===== config.mk =====
export PLATFORM = sky130hd
export DESIGN_NAME = current_pu_multi_channel
export DESIGN_NICKNAME = d
export VERILOG_FILES = /design/src/rtl/current_pu_multi_channel_pkg.sv /design/src/rtl/current_pu_seq_divider.sv /design/src/rtl/current_pu_multi_channel.sv
export SDC_FILE = /design/constraint.sdc
export NUM_CORES = 1
export LEC_CHECK = 0
export CORE_ASPECT_RATIO = 1.4
export CORE_MARGIN = 2
export CORE_UTILIZATION = 30
export CTS_BUF_LIST = sky130_fd_sc_hd__clkbuf_4
export CTS_CLUSTER_SIZE = 12
export DETAILED_ROUTE_END_ITERATION = 8
export PLACE_DENSITY = 0.51
export SYNTH_ARGS = -nofsm -noshare
export SYNTH_HDL_FRONTEND = slang
export SYNTH_HIERARCHICAL = 1
export SYNTH_SLANG_ARGS = --single-unit

===== constraint.sdc =====
create_clock -name sys_clk -period 11 [get_ports sys_clk]
set_input_delay 3.3 -clock sys_clk [delete_from_list [all_inputs] [get_ports sys_clk]]
set_output_delay 3.3 -clock sys_clk [all_outputs]
set_load 0.01 [all_outputs]

===== src/rtl/current_pu_multi_channel_pkg.sv =====
// Shared constants for the multi-channel current per-unit stage:
// FSM encodings, the per-unit scale constant and the divisor shift amounts.
package current_pu_multi_channel_pkg;

  localparam logic [1:0] ST_IDLE = 2'd0;
  localparam logic [1:0] ST_LOAD = 2'd1;
  localparam logic [1:0] ST_DIV  = 2'd2;
  localparam logic [1:0] ST_DONE = 2'd3;

  // Imax*160 is built as (Imax<<7)+(Imax<<5)
  localparam int DIV_SHIFT_A = 7;
  localparam int DIV_SHIFT_B = 5;

  // K = (2^(W-1)-1)*10, the numerator scale applied to |x|
  function automatic int current_pu_k(input int w);
    return ((1 << (w - 1)) - 1) * 10;
  endfunction

endpackage


===== src/rtl/current_pu_seq_divider.sv =====
// Sequential restoring divider for the per-unit stage: NUM = |x|*K over D = Imax*160,
// one quotient bit per cycle MSB-first, with a saturation pre-check at start.
module current_pu_seq_divider
  import current_pu_multi_channel_pkg::*;
#(
  parameter int DATA_WIDTH = 16
) (
  input  logic                  sys_clk,
  input  logic                  reset_n,
  input  logic                  start,
  input  logic [DATA_WIDTH-1:0] mag_in,
  input  logic [DATA_WIDTH-1:0] imax_in,
  output logic                  last_out,
  output logic [DATA_WIDTH-1:0] quot_out,
  output logic                  sat_out
);

  localparam int W     = DATA_WIDTH;
  localparam int NUM_W = 2 * W + 3;
  localparam int D_W   = W + 8;
  localparam int R_W   = 2 * W + 8;
  localparam int CNT_W = $clog2(W);
  localparam logic [W+2:0] K = (W + 3)'(current_pu_k(W));

  function automatic logic [NUM_W-1:0] mul_k(input logic [W-1:0] m);
    logic [NUM_W-1:0] acc;
    acc = '0;
    for (int i = 0; i < W + 3; i++) begin
      if (K[i]) acc = acc + ({{(W + 3){1'b0}}, m} << i);
    end
    return acc;
  endfunction

  logic [NUM_W-1:0] num_c;
  logic [D_W-1:0]   imax_ext;
  logic [D_W-1:0]   den_c;
  logic             sat_c;

  logic [R_W-1:0]   rem_q;
  logic [R_W-1:0]   dsh_q;
  logic [W-1:0]     quot_q;
  logic [CNT_W-1:0] cnt_q;
  logic             run_q;
  logic             sat_q;

  always_comb begin
    num_c    = mul_k(mag_in);
    imax_ext = {8'd0, imax_in};
    den_c    = (imax_ext << DIV_SHIFT_A) + (imax_ext << DIV_SHIFT_B);
    // quotient must fit in W bits, otherwise the result is forced to full scale
    sat_c    = (den_c == '0) || ({5'd0, num_c} >= {den_c, {W{1'b0}}});
  end

  always_ff @(posedge sys_clk or negedge reset_n) begin
    if (!reset_n) begin
      rem_q  <= '0;
      dsh_q  <= '0;
      quot_q <= '0;
      cnt_q  <= '0;
      run_q  <= 1'b0;
      sat_q  <= 1'b0;
    end else if (start) begin
      rem_q  <= {5'd0, num_c};
      dsh_q  <= {1'b0, den_c, {(W - 1){1'b0}}};
      quot_q <= '0;
      cnt_q  <= '0;
      run_q  <= 1'b1;
      sat_q  <= sat_c;
    end else if (run_q) begin
      if (rem_q >= dsh_q) begin
        rem_q  <= rem_q - dsh_q;
        quot_q <= {quot_q[W-2:0], 1'b1};
      end else begin
        quot_q <= {quot_q[W-2:0], 1'b0};
      end
      dsh_q <= dsh_q >> 1;
      cnt_q <= cnt_q + 1'b1;
      if (cnt_q == CNT_W'(W - 1)) run_q <= 1'b0;
    end
  end

  assign last_out = run_q && (cnt_q == CNT_W'(W - 1));
  assign quot_out = quot_q;
  assign sat_out  = sat_q;

endmodule


===== src/rtl/current_pu_multi_channel.sv =====
// N-channel phase-current per-unit converter sharing one sequential divider under
// a round-robin arbiter. Optional overrun counters: define CURRENT_PU_OVERRUN_EN.
module current_pu_multi_channel
  import current_pu_multi_channel_pkg::*;
#(
  parameter int DATA_WIDTH = 16,
  parameter int CH_NUM     = 3
) (
  input  logic                         sys_clk,
  input  logic                         reset_n,
  input  logic [CH_NUM-1:0]            current_valid_in,
  input  logic [CH_NUM*DATA_WIDTH-1:0] current_value_in,
  input  logic [DATA_WIDTH-1:0]        pmsm_imax_in,
  output logic [CH_NUM*DATA_WIDTH-1:0] current_pu_out,
  output logic [CH_NUM-1:0]            current_done_out,
  output logic                         busy_out
`ifdef CURRENT_PU_OVERRUN_EN
  ,
  output logic [CH_NUM*8-1:0]          overrun_cnt_out,
  input  logic                         overrun_clr_in
`endif
);

  localparam int W     = DATA_WIDTH;
  localparam int PTR_W = (CH_NUM > 1) ? $clog2(CH_NUM) : 1;
  localparam logic [W-1:0] MAX_POS = {1'b0, {(W - 1){1'b1}}};

  function automatic logic signed [W-1:0] pu_result(input logic sat, input logic [W-1:0] quot,
                                                    input logic neg, input logic zero);
    logic [W-1:0] mag;
    mag = (sat || (quot > MAX_POS)) ? MAX_POS : quot;
    if (zero) return '0;
    return neg ? -$signed(mag) : $signed(mag);
  endfunction

  logic signed [W-1:0] hold_q [CH_NUM];
  logic signed [W-1:0] pu_q   [CH_NUM];
  logic [CH_NUM-1:0]   pend_q;
  logic [CH_NUM-1:0]   done_q;
  logic [PTR_W-1:0]    rr_ptr_q;
  logic [1:0]          state_q;
  logic [PTR_W-1:0]    ch_q;
  logic signed [W-1:0] sample_q;
  logic                sign_q;
  logic                zero_q;

  logic                grant_vld;
  logic [PTR_W-1:0]    grant_idx;
  logic [PTR_W-1:0]    scan_idx;
  logic                do_grant;
  logic [W-1:0]        mag_c;
  logic                div_last;
  logic [W-1:0]        div_quot;
  logic                div_sat;

  // scan downward so the final hit is the first pending channel at/after rr_ptr
  always_comb begin
    grant_vld = 1'b0;
    grant_idx = '0;
    scan_idx  = '0;
    for (int off = CH_NUM - 1; off >= 0; off--) begin
      scan_idx = PTR_W'((int'(rr_ptr_q) + off) % CH_NUM);
      if (pend_q[scan_idx]) begin
        grant_vld = 1'b1;
        grant_idx = scan_idx;
      end
    end
  end

  assign do_grant = (state_q == ST_IDLE) && grant_vld;
  assign mag_c    = sample_q[W-1] ? $unsigned(-sample_q) : $unsigned(sample_q);

  // capture: a new pulse re-arms pend even on the channel being granted
  always_ff @(posedge sys_clk or negedge reset_n) begin
    if (!reset_n) begin
      pend_q <= '0;
      for (int c = 0; c < CH_NUM; c++) hold_q[c] <= '0;
    end else begin
      for (int c = 0; c < CH_NUM; c++) begin
        if (do_grant && (grant_idx == PTR_W'(c))) pend_q[c] <= 1'b0;
        if (current_valid_in[c]) begin
          pend_q[c] <= 1'b1;
          hold_q[c] <= current_value_in[c*W +: W];
        end
      end
    end
  end

  always_ff @(posedge sys_clk or negedge reset_n) begin
    if (!reset_n) begin
      state_q  <= ST_IDLE;
      rr_ptr_q <= '0;
      ch_q     <= '0;
      sample_q <= '0;
      sign_q   <= 1'b0;
      zero_q   <= 1'b0;
      done_q   <= '0;
      for (int c = 0; c < CH_NUM; c++) pu_q[c] <= '0;
    end else begin
      done_q <= '0;
      case (state_q)
        ST_IDLE: begin
          if (grant_vld) begin
            ch_q     <= grant_idx;
            sample_q <= hold_q[grant_idx];
            rr_ptr_q <= PTR_W'((int'(grant_idx) + 1) % CH_NUM);
            state_q  <= ST_LOAD;
          end
        end
        ST_LOAD: begin
          sign_q  <= sample_q[W-1];
          zero_q  <= (sample_q == '0);
          state_q <= ST_DIV;
        end
        ST_DIV: begin
          if (div_last) state_q <= ST_DONE;
        end
        default: begin
          pu_q[ch_q]   <= pu_result(div_sat, div_quot, sign_q, zero_q);
          done_q[ch_q] <= 1'b1;
          state_q      <= ST_IDLE;
        end
      endcase
    end
  end

  current_pu_seq_divider #(.DATA_WIDTH(W)) u_div (
    .sys_clk  (sys_clk),
    .reset_n  (reset_n),
    .start    (state_q == ST_LOAD),
    .mag_in   (mag_c),
    .imax_in  (pmsm_imax_in),
    .last_out (div_last),
    .quot_out (div_quot),
    .sat_out  (div_sat)
  );

  always_comb begin
    current_pu_out = '0;
    for (int c = 0; c < CH_NUM; c++) current_pu_out[c*W +: W] = pu_q[c];
  end

  assign current_done_out = done_q;
  // queued work keeps busy high across the one-cycle IDLE between conversions
  assign busy_out = (state_q != ST_IDLE) || (|pend_q);

`ifdef CURRENT_PU_OVERRUN_EN
  logic [7:0] ovr_q [CH_NUM];

  always_ff @(posedge sys_clk or negedge reset_n) begin
    if (!reset_n) begin
      for (int c = 0; c < CH_NUM; c++) ovr_q[c] <= '0;
    end else if (overrun_clr_in) begin
      for (int c = 0; c < CH_NUM; c++) ovr_q[c] <= '0;
    end else begin
      for (int c = 0; c < CH_NUM; c++) begin
        if (current_valid_in[c] && pend_q[c] && (ovr_q[c] != 8'hFF)) ovr_q[c] <= ovr_q[c] + 8'd1;
      end
    end
  end

  always_comb begin
    overrun_cnt_out = '0;
    for (int c = 0; c < CH_NUM; c++) overrun_cnt_out[c*8 +: 8] = ovr_q[c];
  end
`endif

endmodule


==> results of run 1 <==
## cell families (layout without fill, tap and decap cells)
logic type	after synthesis	in the layout	share of synthesized area
flip-flops	227	227	0.290
multiplexers	113	113	0.0613
AND/OR/NAND/NOR	544	544	0.133
AO/OA/AOI/OAI	483	483	0.163
buffers and inverters	288	459	0.0582
XOR/XNOR	94	94	0.0420
other	0	1	0
adder cells (fa/ha/maj)	313	313	0.252
## worst max-delay path, delay by kind of cell, from the launching register on
kind,cells,cell delay [ps]
AOI/OAI and AO/OA,10,1920
xor gates and xnor gates,3,480
adders and majority gates,11,4860
buffers and inverters,3,180
DFF,1,450
and+or+nand+nor,12,2450
## cell usage after synthesis, types with 8 or more instances
cell      count
dfrtp_1     227
inv_1       211
ha_1        178
nand2_1     169
nor2_1      159
fa_1        135
a21oi_1     112
o21ai_0      87
xnor2_1      59
mux2i_1      57
mux2_2       54
a21o_1       51
clkbuf_1     51
nor3_1       44
o21ai_1      39
xor2_1       35
and3_1       33
nand3_1      27
o31ai_1      25
a211oi_1     20
a221oi_1     19
a31oi_1      18
nand2b_1     18
nand4_1      16
nor2b_1      15
o21a_1       14
o21bai_1     13
buf_2        10
o41ai_1      10
or3_1        10
o211ai_1      9
buf_1         8
## cell usage in the layout (no fill, tap or decap), drive strengths merged, types with 59 or more instances in the layout
cell type / netlist / final
dfrtp: 227 / 227
inv: 212 / 213
ha: 178 / 178
nand2: 169 / 169
nor2: 159 / 159
fa: 135 / 135
o21ai: 126 / 126
clkdlybuf4s50: 0 / 119
a21oi: 114 / 114
clkbuf: 53 / 86
xnor2: 59 / 59
## flip-flops by register name, indices dropped and copies added (netlist names)
name              count
current_pu_out       48
u_div/quot_out       16
u_div/run_q           1
sample_q             16
u_div/dsh_q          39
pend_q                3
current_done_out      3
zero_q                1
rr_ptr_q              2
u_div/sat_out         1
u_div/cnt_q           4
sign_q                1
hold_q               48
ch_q                  2
u_div/rem_q          40
state_q               2
## stage by stage
step	setup TNS [ps]	instance area, um^2	hold WS [ps]	setup WS (ps)
after detailed placement	0	21700	475	201
final	0	22500	481	610
after CTS	0	22500	489	169
after global routing	-12.3	22500	507	-12.3
after global placement	0	21700	467	403
after floorplan	0	19600	449	677
## metal layers
metal	GRT usage	wire [um]
met4	0.0632	1880
met5	0	0
met1	0.183	21100
met2	0.286	27100
met3	0.0208	1620
## area by class of cell
cell class / instances / area [um^2]
diodes: 1 / 2.50
clock buffers: 86 / 646
clock inverters: 13 / 86.3
fillers: 6695 / 41900
inverters: 213 / 800
multi-input cells: 1547 / 12800
flip-flops and latches: 227 / 5680
well taps: 840 / 1050
repair buffers: 147 / 1410
## worst max path at each step
stage	startpoint	end	slack, ps
after detailed placement	sample_q[4]$_DFFE_PN0P_	u_div/sat_out$_DFFE_PN0P_	200
final	sample_q[4]$_DFFE_PN0P_	u_div/sat_out$_DFFE_PN0P_	610
after floorplan	sample_q[0]$_DFFE_PN0P_	u_div/sat_out$_DFFE_PN0P_	680
after global routing	sample_q[1]$_DFFE_PN0P_	u_div/sat_out$_DFFE_PN0P_	-10
after CTS	sample_q[4]$_DFFE_PN0P_	u_div/sat_out$_DFFE_PN0P_	170
after global placement	sample_q[1]$_DFFE_PN0P_	u_div/sat_out$_DFFE_PN0P_	400
==> results.txt, run 1 <==
----------------------------------------------------
[Status]
  Run status ... completed

[Logic synthesis]
  Most used flip-flop cell after synthesis ... dfrtp_1
  Top post-synthesis cells by area ... dfrtp_1 (29%), fa_1 (14%), ha_1 (11%)
  Post-synth design cell area ... 19600 um^2
  Mean post-synth cell area ... approximately 9.5 um^2
  Total nets after synthesis ... 2444
  Library cell with the largest summed area after synthesis ... dfrtp_1
  Async set-or-reset flop fraction in the synthesized netlist ... 1.00
  Synthesis-stage register bit count ... 227
  Netlist cell types ... 99
  Number of warning messages in the yosys log ... 6
  Count of mapped cells out of synthesis ... slightly above 2000
  Number of enable-type register cells in the synthesized netlist ... 0
  Share of the synthesized area in the top cell type ... 0.290
  Sequential area share after synthesis ... 0.290

[Clocking]
  CTS buffer count ... 58
  Clock root buffer ... clkbuf_4
  CTS clk-pin slew, worst paths ... 70 ps
  Setup Buffers After CTS ... 0
  CTS tree ... done
  Count of hold buffers inserted by post-cts repair ... 0
  Clock latency of the later-clocked register in the worst-skew pair ... around 800 ps
  Clk buf depth ... 3
  # resized after CTS ... 0
  Clock Sink Count ... 227
  Htree depth ... 2

[Critical path]
  Classification of the worst setup path ... reg2reg
  Required time of the critical path ... 11710 ps
  Biggest cell delay along the critical path ... 600 ps
  Data arrival time of the critical path ... 11100 ps
  R2R Setup Slk ... 610 ps
  Largest driver fanout on the critical path ... 6
  Startpoint class of the critical path ... register
  Worst reg-to-reg path cell count ... 39
  Capture point of the worst reg-to-reg path ... u_div/sat_out$_DFFE_PN0P_
  CP most frequent cell ... fa_1
  Endpoint kind of the worst setup timing path ... register
  Worst-path cell with the longest stage delay ... fa_1
  Startpoint of the worst-slack reg-to-reg timing path ... sample_q[4]$_DFFE_PN0P_

[Floorplan]
  Core Area ... 64400 um^2
  Number of placement rows ... between 100 and 150
  I/O pin total ... 121
  Die height ... 306 um
  DIE AREA ... between 60000 and 70000 um^2
  Effective utilization at floorplan ... 0.304
  Horizontal die dimension ... 220 um

[STA]
  Final Slew Violations ... 0
  Worst clock skew ... 75.2 ps
  Least-Margin Pin Slew ... ~1100 ps
  Final-report setup violation count ... 0
  Achievable Freq ... 0.0962 GHz
  Post-layout minimum cycle time ... 10390 ps
  Number of hold violations in the final report ... 0
  Max transition margin ... 0.256
  Post-route clock period utilization ... 0.945

[GRT]
  Via count of the first global-routing pass ... 15926
  Final global-route overflow total ... 0
  Pin count of the biggest net entering global routing ... approximately 110
  First-pass GRT wire length ... 84900 um
  Initial antenna violation count ... 1
  Aggregate global-route resource usage ... 0.157

[Layout]
  Cell Count, Final, Fillers Out ... 3074
  Final net count ... about 2600
  Ratio of cells with drive above 1 in the final layout ... 0.0990
  Layout Area Growth over Synthesis ... 15.0%
  Utilization of the core after routing ... 0.350

[Detailed routing]
  Number of iterations in the first detailed-routing pass ... 7
  Remaining antenna violation count ... 0
  Total number of vias ... 15200
  Post-route DRC ... 0
  Routed len/inst ... 16.8 um
  Drt initial violations ... 769
  Routed Wire Length ... 51700 um
  Via density per instance ... 4.94

[Hold path]
  Source of the worst hold timing path ... current_pu_out[36]$_DFFE_PN0P_
  Min-Delay Path Class ... reg2reg
  Worst Hold Depth ... 2
  Hold-critical path endpoint ... current_pu_out[36]$_DFFE_PN0P_

[Place]
  Last weighted congestion value of the routability-driven placer ... 0.882
  HPWL after detailed placement ... roughly 41000 um
  Instance count after placement with tap cells included ... 2974
  Number of input and output port buffers inserted ... between 100 and 150

[Job]
  Max-capacitance violation count ... 0

----------------------------------------------------
Power of run 1 is left out: the tool's default activity adds up to more than one toggle a clock period on the data nets, which glitch-free logic cannot reach.
==> run 2, diff against run 1 <==
CORE_UTILIZATION = 35   (was 30)
PLACE_DENSITY = unset   (was 0.51)
PLACE_DENSITY_LB_ADDON = 0.08   (was unset)
==> results.txt, run 2 (same netlist as run 1, synthesis figures left out) <==
----------------------------------------------------
[GRT]
  Initial antenna violation count ... 2 (was 1)
  Final global-route overflow total ... 0 (unchanged)
  Aggregate global-route resource usage ... 0.187 (was 0.157)
  First-pass GRT wire length ... 86400 um (was 84900 um)
  Pin count of the biggest net entering global routing ... 71 (was 113)
  Via count of the first global-routing pass ... 15907 (was 15926)

[Clocking]
  CTS tree ... done (unchanged)
  Clock Sink Count ... 227 (unchanged)
  Count of hold buffers inserted by post-cts repair ... 0 (unchanged)
  CTS buffer count ... 67 (was 58)
  Clk buf depth ... 3 (unchanged)
  Clock root buffer ... clkbuf_4 (unchanged)
  Clock latency of the later-clocked register in the worst-skew pair ... 770 ps (was 790 ps)
  Htree depth ... 3 (was 2)
  CTS clk-pin slew, worst paths ... 70 ps (about the same)

[Job]
  Max-capacitance violation count ... 0 (unchanged)

[Critical path]
  Largest driver fanout on the critical path ... 6 (unchanged)
  Endpoint kind of the worst setup timing path ... register (unchanged)
  R2R Setup Slk ... 600 ps (was 610 ps)
  Worst reg-to-reg path cell count ... 39 (unchanged)
  Required time of the critical path ... 11680 ps (was 11710 ps)
  Startpoint of the worst-slack reg-to-reg timing path ... sample_q[3]$_DFFE_PN0P_ (was sample_q[4]$_DFFE_PN0P_)
  Data arrival time of the critical path ... 11080 ps (was 11100 ps)
  Worst-path cell with the longest stage delay ... fa_2 (was fa_1)
  Startpoint class of the critical path ... register (unchanged)
  Capture point of the worst reg-to-reg path ... u_div/sat_out$_DFFE_PN0P_ (unchanged)
  CP most frequent cell ... fa_1 (unchanged)
  Classification of the worst setup path ... reg2reg (unchanged)
  Biggest cell delay along the critical path ... 640 ps (was 600 ps)

[STA]
  Final-report setup violation count ... 0 (unchanged)
  Number of hold violations in the final report ... 0 (unchanged)
  Least-Margin Pin Slew ... 1180 ps (was 1110 ps)
  Post-layout minimum cycle time ... 10400 ps (was 10390 ps)
  Final Slew Violations ... 0 (unchanged)
  Achievable Freq ... 0.0962 GHz (about the same)
  Max transition margin ... 0.212 (was 0.256)
  Worst clock skew ... 66.6 ps (was 75.2 ps)
  Post-route clock period utilization ... 0.945 (about the same)

[Detailed routing]
  Post-route DRC ... 0 (unchanged)
  Routed met3 length ... 1650 um (was 1620 um)
  Sum of routed wire segments on met1 ... 23400 um (was 21100 um)
  Number of iterations in the first detailed-routing pass ... 5 (was 7)
  Routed len/inst ... 17.9 um (was 16.8 um)
  Total number of vias ... 15369 (was 15200)
  Remaining antenna violation count ... 0 (unchanged)
  Via density per instance ... 5.15 (was 4.94)
  Drt initial violations ... 668 (was 769)
  Routed Wire Length ... 53300 um (was 51700 um)
  Met2 WL ... 26600 um (was 27100 um)
  Uppermost signal routing layer after detailed routing ... met4 (unchanged)

[Place]
  Instance count after placement with tap cells included ... 2868 (was 2974)
  Last weighted congestion value of the routability-driven placer ... 0.865 (was 0.882)
  HPWL after detailed placement ... 41600 um (was 40800 um)
  Number of input and output port buffers inserted ... 120 (unchanged)

[Hold path]
  Hold-critical path endpoint ... current_pu_out[19]$_DFFE_PN0P_ (was current_pu_out[36]$_DFFE_PN0P_)
  Min-Delay Path Class ... reg2reg (unchanged)
  Worst Hold Depth ... 2 (unchanged)
  Source of the worst hold timing path ... current_pu_out[19]$_DFFE_PN0P_ (was current_pu_out[36]$_DFFE_PN0P_)

[Floorplan]
  Die height ... 284 um (was 306 um)
  Effective utilization at floorplan ... 0.354 (was 0.304)
  Core Area ... 55300 um^2 (was 64400 um^2)
  Horizontal die dimension ... 204 um (was 220 um)
  I/O pin total ... 121 (unchanged)
  Number of placement rows ... 102 (was 110)
  DIE AREA ... 57900 um^2 (was 67400 um^2)

[Layout]
  Ratio of cells with drive above 1 in the final layout ... 0.107 (was 0.0990)
  Final net count ... 2592 (was 2576)
  Most common library cell in the layout ignoring fill and taps ... dfrtp_1 (unchanged)
  Combined area of the multi-input logic cells ... 12900 um^2 (was 12800 um^2)
  Layout Area Growth over Synthesis ... 15.2% (was 15.0%)
  Filler Cell Count ... 5531 (was 6695)
  Cell Count, Final, Fillers Out ... 2984 (was 3074)
  Total area of sequential cells ... 5690 um^2 (was 5680 um^2)
  Most used cells in the layout excluding fill and tap cells ... dfrtp_1 (225), inv_1 (210), ha_1 (177) (was dfrtp_1 (226), inv_1 (210), ha_1 (177))

[Status]
  Run status ... completed (unchanged)

----------------------------------------------------
## run 2: cell count changes in the layout (fill, tap and decap cells not counted), sizes merged
| cell | delta |
|---|---|
| clkinvlp | +2 |
| inv | +2 |
| buf | +7 |
| diode | +1 |
| clkbuf | +10 |
## run 2: worst max path at each step
stage,start,cells after the start,to
global placement,sample_q[4]$_DFFE_PN0P_,38,u_div/sat_out$_DFFE_PN0P_
floorplan,sample_q[0]$_DFFE_PN0P_,41,u_div/sat_out$_DFFE_PN0P_
global route,sample_q[3]$_DFFE_PN0P_,39,u_div/sat_out$_DFFE_PN0P_
finish,sample_q[3]$_DFFE_PN0P_,39,u_div/sat_out$_DFFE_PN0P_
CTS,sample_q[4]$_DFFE_PN0P_,38,u_div/sat_out$_DFFE_PN0P_
detailed placement,sample_q[4]$_DFFE_PN0P_,38,u_div/sat_out$_DFFE_PN0P_
## run 2: repair_timing
item / in CTS / in global routing
gates resized for setup: 0 / 20
setup endpoints to repair: 0 / 1
setup buffers: 0 / 1
endpoints found under the hold margin: 0 / 0
## run 2: final cells by class
| type | instances | area share |
|---|---|---|
| antenna | 2 | 0.000222 |
| clock buffer | 96 | 0.0319 |
| clock inverter | 17 | 0.00466 |
| inverter | 213 | 0.0354 |
| multi-input combinational | 1547 | 0.571 |
| sequential | 227 | 0.252 |
| tap | 728 | 0.0404 |
| timing repair buffer | 154 | 0.0648 |
## run 2: through the flow
step	setup slack, ps	hold WS (ps)	utilization	area [um^2]	setup TNS [ps]
6_report	605	477	0.408	22600	0
3_3_place_gp	97.6	464	0.391	21600	0
3_5_place_dp	71.8	465	0.391	21600	0
4_1_cts	40.1	480	0.406	22500	0
5_1_grt	-8.51	499	0.408	22600	-8.51
2_1_floorplan	677	449	-	19600	0
## run 2: critical path, delay by kind of cell (launching register included)
| family | cells | cell delay, ps |
|---|---|---|
| flops | 1 | 460 |
| fa+ha+maj | 11 | 4870 |
| simple gates | 12 | 2490 |
| xor+xnor | 3 | 480 |
| compound gates | 10 | 1830 |
| buf+inv | 3 | 170 |
## run 2: metal layers
metal,vias to the layer above,track usage
met5,-,0
met4,0,0.0766
met3,85,0.0251
met2,275,0.323
met1,7487,0.233
li1,7522,-
Power of run 2 is left out for the same reason.
